## config.mk

```make
export PLATFORM = sky130hd
export DESIGN_NAME = my_alu_sequencer
export DESIGN_NICKNAME = d
export VERILOG_FILES = /design/src/rtl/my_alu_sequencer_pkg.sv /design/src/rtl/my_alu_decoder.sv /design/src/rtl/my_alu_sequencer.sv
export SDC_FILE = /design/constraint.sdc
export NUM_CORES = 1
export LEC_CHECK = 0
export ABC_CLOCK_PERIOD_IN_PS = 8100
export BUFFER_PORTS_ARGS = -buffer_cell sky130_fd_sc_hd__buf_2
export CORE_MARGIN = 4
export CORE_UTILIZATION = 30
export DETAILED_ROUTE_END_ITERATION = 16
export REMOVE_ABC_BUFFERS = 1
export SLEW_MARGIN = 20
export SYNTH_ARGS = -nofsm -noshare
export SYNTH_HDL_FRONTEND = slang
export SYNTH_HIERARCHICAL = 1
export SYNTH_SLANG_ARGS = --single-unit
```

## constraint.sdc

```tcl
create_clock -name clk -period 8.1 [get_ports clk]
set_input_delay 0.405 -clock clk [delete_from_list [all_inputs] [get_ports clk]]
set_output_delay 0.405 -clock clk [all_outputs]
set_load 0.01 [all_outputs]
```

## src/rtl/my_alu_sequencer_pkg.sv

```systemverilog
//------------------------------------------------------------------------------
// Module   : my_alu_sequencer_pkg
// Brief    : ISA opcodes, instruction field positions, FSM states and field
//            extraction helpers shared by the sequencer and the ALU decoder.
// Revision : 1.0 - initial release
//------------------------------------------------------------------------------
`default_nettype none

package my_alu_sequencer_pkg;

    localparam logic [3:0] OP_ADD  = 4'b1010;
    localparam logic [3:0] OP_ADDI = 4'b1001;
    localparam logic [3:0] OP_AND  = 4'b1100;
    localparam logic [3:0] OP_OR   = 4'b1110;
    localparam logic [3:0] OP_XOR  = 4'b0110;
    localparam logic [3:0] OP_NOT  = 4'b1011;
    localparam logic [3:0] OP_HALT = 4'b0000;

    localparam int OP_LSB  = 0;
    localparam int OP_MSB  = 3;
    localparam int RD_LSB  = 4;
    localparam int RD_MSB  = 6;
    localparam int RS_LSB  = 7;
    localparam int RS_MSB  = 9;
    localparam int IMM_LSB = 10;
    localparam int IMM_MSB = 15;

    typedef enum logic [2:0] {
        S_IDLE  = 3'd0,
        S_FETCH = 3'd1,
        S_LOAD  = 3'd2,
        S_EXEC  = 3'd3,
        S_DONE  = 3'd4
    } state_t;

    function automatic logic [3:0] ir_op(input logic [15:0] ir);
        return ir[OP_MSB:OP_LSB];
    endfunction

    function automatic logic [2:0] ir_rd(input logic [15:0] ir);
        return ir[RD_MSB:RD_LSB];
    endfunction

    function automatic logic [2:0] ir_rs(input logic [15:0] ir);
        return ir[RS_MSB:RS_LSB];
    endfunction

    function automatic logic [15:0] ir_imm(input logic [15:0] ir);
        return {10'd0, ir[IMM_MSB:IMM_LSB]};
    endfunction

    // Undefined opcodes fall through as counted NOPs.
    function automatic logic op_writes(input logic [3:0] op);
        case (op)
            OP_ADD, OP_ADDI, OP_AND, OP_OR, OP_XOR, OP_NOT: return 1'b1;
            default:                                        return 1'b0;
        endcase
    endfunction

    function automatic logic op_sets_carry(input logic [3:0] op);
        return (op == OP_ADD) || (op == OP_ADDI);
    endfunction

endpackage

`default_nettype wire

```

## src/rtl/my_alu_decoder.sv

```systemverilog
//------------------------------------------------------------------------------
// Module   : my_alu_decoder
// Brief    : Combinational ALU; decodes the opcode of ir and combines a and b.
// Revision : 1.0 - initial release
//------------------------------------------------------------------------------
`default_nettype none

module my_alu_decoder
    import my_alu_sequencer_pkg::*;
(
    input  logic [15:0] ir,
    input  logic [15:0] a,
    input  logic [15:0] b,
    output logic [15:0] r,
    output logic        cout
);

    logic [16:0] w_sum;
    logic        w_unused_ir;

    assign w_sum       = {1'b0, a} + {1'b0, b};
    assign w_unused_ir = ^ir[15:4];

    always_comb begin
        r    = a;
        cout = w_sum[16];
        case (ir_op(ir))
            OP_ADD, OP_ADDI: r = w_sum[15:0];
            OP_AND:          r = a & b;
            OP_OR:           r = a | b;
            OP_XOR:          r = a ^ b;
            OP_NOT:          r = ~a;
            default:         r = a;
        endcase
    end

endmodule

`default_nettype wire

```

## src/rtl/my_alu_sequencer.sv

```systemverilog
//------------------------------------------------------------------------------
// Module   : my_alu_sequencer
// Brief    : Three-cycle fetch/load/exec sequencer with an 8x16 register file,
//            carry flag and retired-instruction counter around my_alu_decoder.
// Revision : 1.0 - initial release
//------------------------------------------------------------------------------
`default_nettype none

module my_alu_sequencer
    import my_alu_sequencer_pkg::*;
#(
    parameter int IMEM_AW = 8,
    parameter int NREG    = 8
)
(
    input  logic               clk,
    input  logic               rst,
    input  logic               start,
    output logic [IMEM_AW-1:0] imem_addr,
    input  logic [15:0]        imem_data,
    output logic               busy,
    output logic               done,
    output logic               carry,
    output logic [15:0]        icount,
    input  logic [2:0]         dbg_sel,
    output logic [15:0]        dbg_data
);

    state_t             r_state;
    state_t             w_state_nxt;
    logic [IMEM_AW-1:0] r_pc;
    logic [15:0]        r_ir;
    logic [15:0]        r_a;
    logic [15:0]        r_b;
    logic [15:0]        r_regs [NREG];
    logic               r_carry;
    logic [15:0]        r_icount;
    logic [15:0]        w_r;
    logic               w_cout;
    logic               w_halt;

    assign w_halt = (ir_op(r_ir) == OP_HALT);

    my_alu_decoder u_alu (
        .ir   (r_ir),
        .a    (r_a),
        .b    (r_b),
        .r    (w_r),
        .cout (w_cout)
    );

    always_ff @(posedge clk or posedge rst) begin
        if (rst) begin
            r_state <= S_IDLE;
        end else begin
            r_state <= w_state_nxt;
        end
    end

    always_comb begin
        w_state_nxt = r_state;
        case (r_state)
            S_IDLE:  if (start) w_state_nxt = S_FETCH;
            S_FETCH: w_state_nxt = S_LOAD;
            S_LOAD:  w_state_nxt = S_EXEC;
            S_EXEC:  w_state_nxt = w_halt ? S_DONE : S_FETCH;
            S_DONE:  w_state_nxt = S_IDLE;
            default: w_state_nxt = S_IDLE;
        endcase
    end

    // Writeback, carry, icount and pc all commit on the same EXEC edge, so the
    // following LOAD reads the updated register file without forwarding.
    always_ff @(posedge clk or posedge rst) begin
        if (rst) begin
            r_pc     <= '0;
            r_ir     <= '0;
            r_a      <= '0;
            r_b      <= '0;
            r_carry  <= 1'b0;
            r_icount <= '0;
            for (int i = 0; i < NREG; i++) begin
                r_regs[i] <= '0;
            end
        end else begin
            case (r_state)
                S_IDLE: begin
                    if (start) r_pc <= '0;
                end
                S_LOAD: begin
                    r_ir <= imem_data;
                    r_a  <= r_regs[ir_rd(imem_data)];
                    r_b  <= (ir_op(imem_data) == OP_ADDI) ? ir_imm(imem_data)
                                                          : r_regs[ir_rs(imem_data)];
                end
                S_EXEC: begin
                    if (!w_halt) begin
                        if (op_writes(ir_op(r_ir)))     r_regs[ir_rd(r_ir)] <= w_r;
                        if (op_sets_carry(ir_op(r_ir))) r_carry <= w_cout;
                        r_icount <= r_icount + 16'd1;
                        r_pc     <= r_pc + 1'b1;
                    end
                end
                default: ;
            endcase
        end
    end

    assign imem_addr = r_pc;
    assign busy      = (r_state == S_FETCH) || (r_state == S_LOAD) || (r_state == S_EXEC);
    assign done      = (r_state == S_DONE);
    assign carry     = r_carry;
    assign icount    = r_icount;
    assign dbg_data  = r_regs[dbg_sel];

endmodule

`default_nettype wire

```

After elaboration in Yosys (flattened, before gate mapping):

Cells that the tools add are included.

* flip-flop bits (word level): 195
* latch bits: 0
* RAM bits: 0
* ROM bits: 0
* input bits: 22
* logic and storage cells: 81
* memories: 0

* add/subtract/negate cells: 3
* multipliers: 0
* div/mod/pow operators: 0
* magnitude comparators: 5
* equal/unequal tests: 13
* shift operators: 0
* mux-type cells: 23
* bitwise operators: 9
* reduce and logical (&&, ||, !) cells: 13

Operators by type and width (number)
* $bmux 16 s3: 3
* $bwmux 128: 1
* $mux 16: 8
* $pmux 16 s5: 1
* $demux 16 s3: 1
* $eq 4x4->1 const B: 6
* $add 16x16->17: 1
* $add 16x1->16 const B: 1
* $and 16x16->16: 1
* $ge 4x4->1 const B: 4
* $mux 8: 2
* $not 16->16: 1
* $not 3->4: 4
* $or 16x16->16: 1
* $pmux 8 s2: 1
* $xor 16x16->16: 1
* $pmux 3 s4: 1
* $reduce_and 3->1: 3
* $add 8x1->8 const B: 1
* $eq 3x2->1 const B: 2
* $mux 3: 2
* $reduce_or 6->1: 1
* $eq 4x3->1 const B: 1
* $logic_not 4->1: 1
* other kinds (12): 17

Logic depth before layout (Yosys ltp):

* depth in word-level cells: 6
* depth in mapped cells: 10

Modules after synthesis:

Netlist, hierarchy kept.

Modules (own cells, without submodules)
* my_alu_sequencer: times used 1, cells an instance 761, area an instance 10869.2 um^2, sequential area each 5104.9 um^2
* my_alu_decoder: times used 1, cells an instance 310, area an instance 2080.7 um^2, sequential area each 0.0 um^2

Worst setup path before layout:

Ideal clock, no wire load.

* kind: register -> register
* from: reg r_a[0]
* to: reg r_regs[14] in the netlist's numbering
* library setup time: 125 ps
* arrival time: 2473 ps
* required time: 7975 ps
* slack: 5503 ps
* cell stages (with the launch flop): 10
* period minus slack after synthesis: 2597 ps
* path through: dfrtp_1 > ha_1 > fa_1 > a211oi_2 > nor4_2 > nor4_2 > o2bb2ai_2 > xor2_1 > a21oi_1 > mux2_2

* cells in the longest elaborated chain, start to end: 3

RTL lines
* from (decl): line my_alu_sequencer.sv:33 `logic [15:0] r_a;`
* from (signal assigned): line my_alu_sequencer.sv:92 `r_a <= r_regs[ir_rd(imem_data)];`
* $add 16x16->17: line my_alu_decoder.sv:21 `assign w_sum = {1'b0, a} + {1'b0, b};`
* $pmux 16 s5: line my_alu_decoder.sv:27 `case (ir_op(ir))`
* net w_r[14]: line my_alu_sequencer.sv:38 `logic [15:0] w_r;`
* $bwmux 128: line my_alu_sequencer.sv:98 `if (op_writes(ir_op(r_ir))) r_regs[ir_rd(r_ir)] <= w_r;`
* to (signal, indexed assignment): line my_alu_sequencer.sv:98
* to (decl): line my_alu_sequencer.sv:35 `logic [15:0] r_regs [NREG];`

The timed path passes the listed nets, and every way through them passes these cells.
A chain may end at the register's enable or synchronous reset.

Worst setup path in the final report:

* from: reg r_a[0]
* to: reg r_regs[72] in the netlist's numbering

The elaborated chain is that of the path after synthesis.

==> qor.yml <==
drt_first_pass_iters: 7
syn_area_um2: 12600
overflow: 0
start_kind: "flop"
cp.required_ns: 8.49
dieArea_um2: 45400
final_antenna_net_count: 0
power_density_nw_per_um2: 337
cp.depth: 9
fmax_ghz: 0.315
cts_sinks: 195
cp_common_cell: "o21ai_0"
start_util_pct: 30.6
cpMaxStageDelayCell: "o21ai_0"
fin_util_pct: 33.9
slew_viol_final: 0
period_needed_ns: 3.17
vias: 8732
fp.dieH_um: 213
grt_usage_pct: 14.9
num_antenna_cells: 0
cts_setup_buffers: 0
grt_max_degree: 118
syn2layout_area_growth_pct: 10.5
portBuffers: 64
ir_worst_vdd_mv: 0.167
path_cells: "ha_1 > fa_1 > a211oi_2 > o21ai_0 > a21o_1 > a21oi_1 > xor2_1 > o21ai_0 > mux2_2"
clk_latency_ns: 0.45
r2r_cells: 9
min_period_over_period_pct: 39.2
tritoncts: "yes"
wl_mm: 33.2
nets: 1110
grt_first_pass_wirelength_mm: 52.7
grt_setup_unrepaired: "false"
viasPerCell: 5.46
drc: 0
critical_path_class: "reg2reg"
cts_made_buffers: 17
end_kind: "flop"
skew_ns: 0.0155
first_global_vias: 8917
synthCells: 1035
yosysWarnings: 6
routedWlPerCell_um: 20.8
drtIter0Drc: 725
hold_class: "in2async"
cts_buffer_depth: 2
gp_congestion: 0.860
setup-tns-final_ns: 0
place_area_um2: 13300
hold_viol_final: 0
htreeDepth: 4
die_w_um: 213
design_area_um2: 14000
antenna_found_initial: 0
relSlewSlack_pct: 24.3
clockRootBuffer: "clkbuf_16"
drive_gt1_share_pct: 35.4
p_leak_nw: 6.18
place_hpwl_mm: 21.3
outcome: "finished, final reports clean"
clk_pin_slew_worst_paths_ns: 0.08
cts_hold_buf: 0
cp_top_family: "compound AO/OA/AOI/OAI gates"
io_pins: 65
fp.coreArea_um2: 41200
layout_commonest_cell: "dfrtp_1"
max_stage_delay_ns: 0.68
worst_pin_slew_ns: 1.14
setup_viol: 0
worstPathMaxFanout: 8
cp.buffers_inverters: 0
max_cap_violations: 0
avgSynthCellArea_um2: 12.2
final_cell_mix: "dfrtp_1 (195), mux2_2 (146), mux4_2 (96)"
rows: 74
arrival_ns: 3.57
cts_resized: 0
final timing paths:
kind	startpoint	endpoint	slack, ns
worst max-delay path	r_a[0]	r_regs[72]	4.93
worst min-delay path	rst	r_regs[1]	0.07
worst max register to register	r_a[0]	r_regs[72]	4.93
worst min register to register	icount[15]	icount[15]	0.48
max in group asynchronous	rst	r_regs[125]	6.68
min in group clk	imem_data[11]	r_b[1]	0.19
cell type report:
type	instances	area, um2
Clock buffer	18	439
Clock inverter	14	194
Fill cell	4061	27200
Inverter	41	161
Multi-Input combinational cell	725	7220
Sequential cell	195	4880
Tap cell	532	666
Timing Repair Buffer	73	392
layer usage:
layer  share of wire (%)  GRT usage [%]  routed length, um
met4                0.90           3.13                298
met2                  48           23.9              15900
met5                   0              0                  0
met1                  47           21.4              15700
met3                 4.1           2.66               1360
stage by stage:
stage          setup WS [ns]  hold slack, ns  total power, mW  instances
3_3_place_gp            5.03           0.458             3.72       1566
5_1_grt                 4.63           0.159             5.03       1598
6_report                4.93          0.0702             4.71       1598
4_1_cts                 4.92           0.146             4.72       1598
2_1_floorplan           2.38           0.475             3.13        961
3_5_place_dp            4.97           0.477             3.79       1566
worst register-to-register path, stage by stage (launching register included):
cell and delay, ns:
dfrtp_1 0.44, ha_1 0.26, fa_1 0.45, a211oi_2 0.37, o21ai_0 0.15, a21o_1 0.18, a21oi_1 0.20, xor2_1 0.09
o21ai_0 0.68, mux2_2 0.29
sequential cells by signal, indices dropped and copies added, names as in the netlist:
name and count:
r_a 16, r_ir 7, imem_addr 8, r_regs 128
r_b 16, icount 16, r_state 3, carry 1
where the power goes:
part	leakage (nW)	switching, mW	total [mW]	internal (mW)
Clock	0.302	0.415	0.919	0.504
Sequential	2.64	0.355	1.67	1.32
Combinational	3.24	1.17	2.12	0.948
Total	6.18	1.94	4.71	2.77
Note: power is estimated with default switching activity, not from simulation.
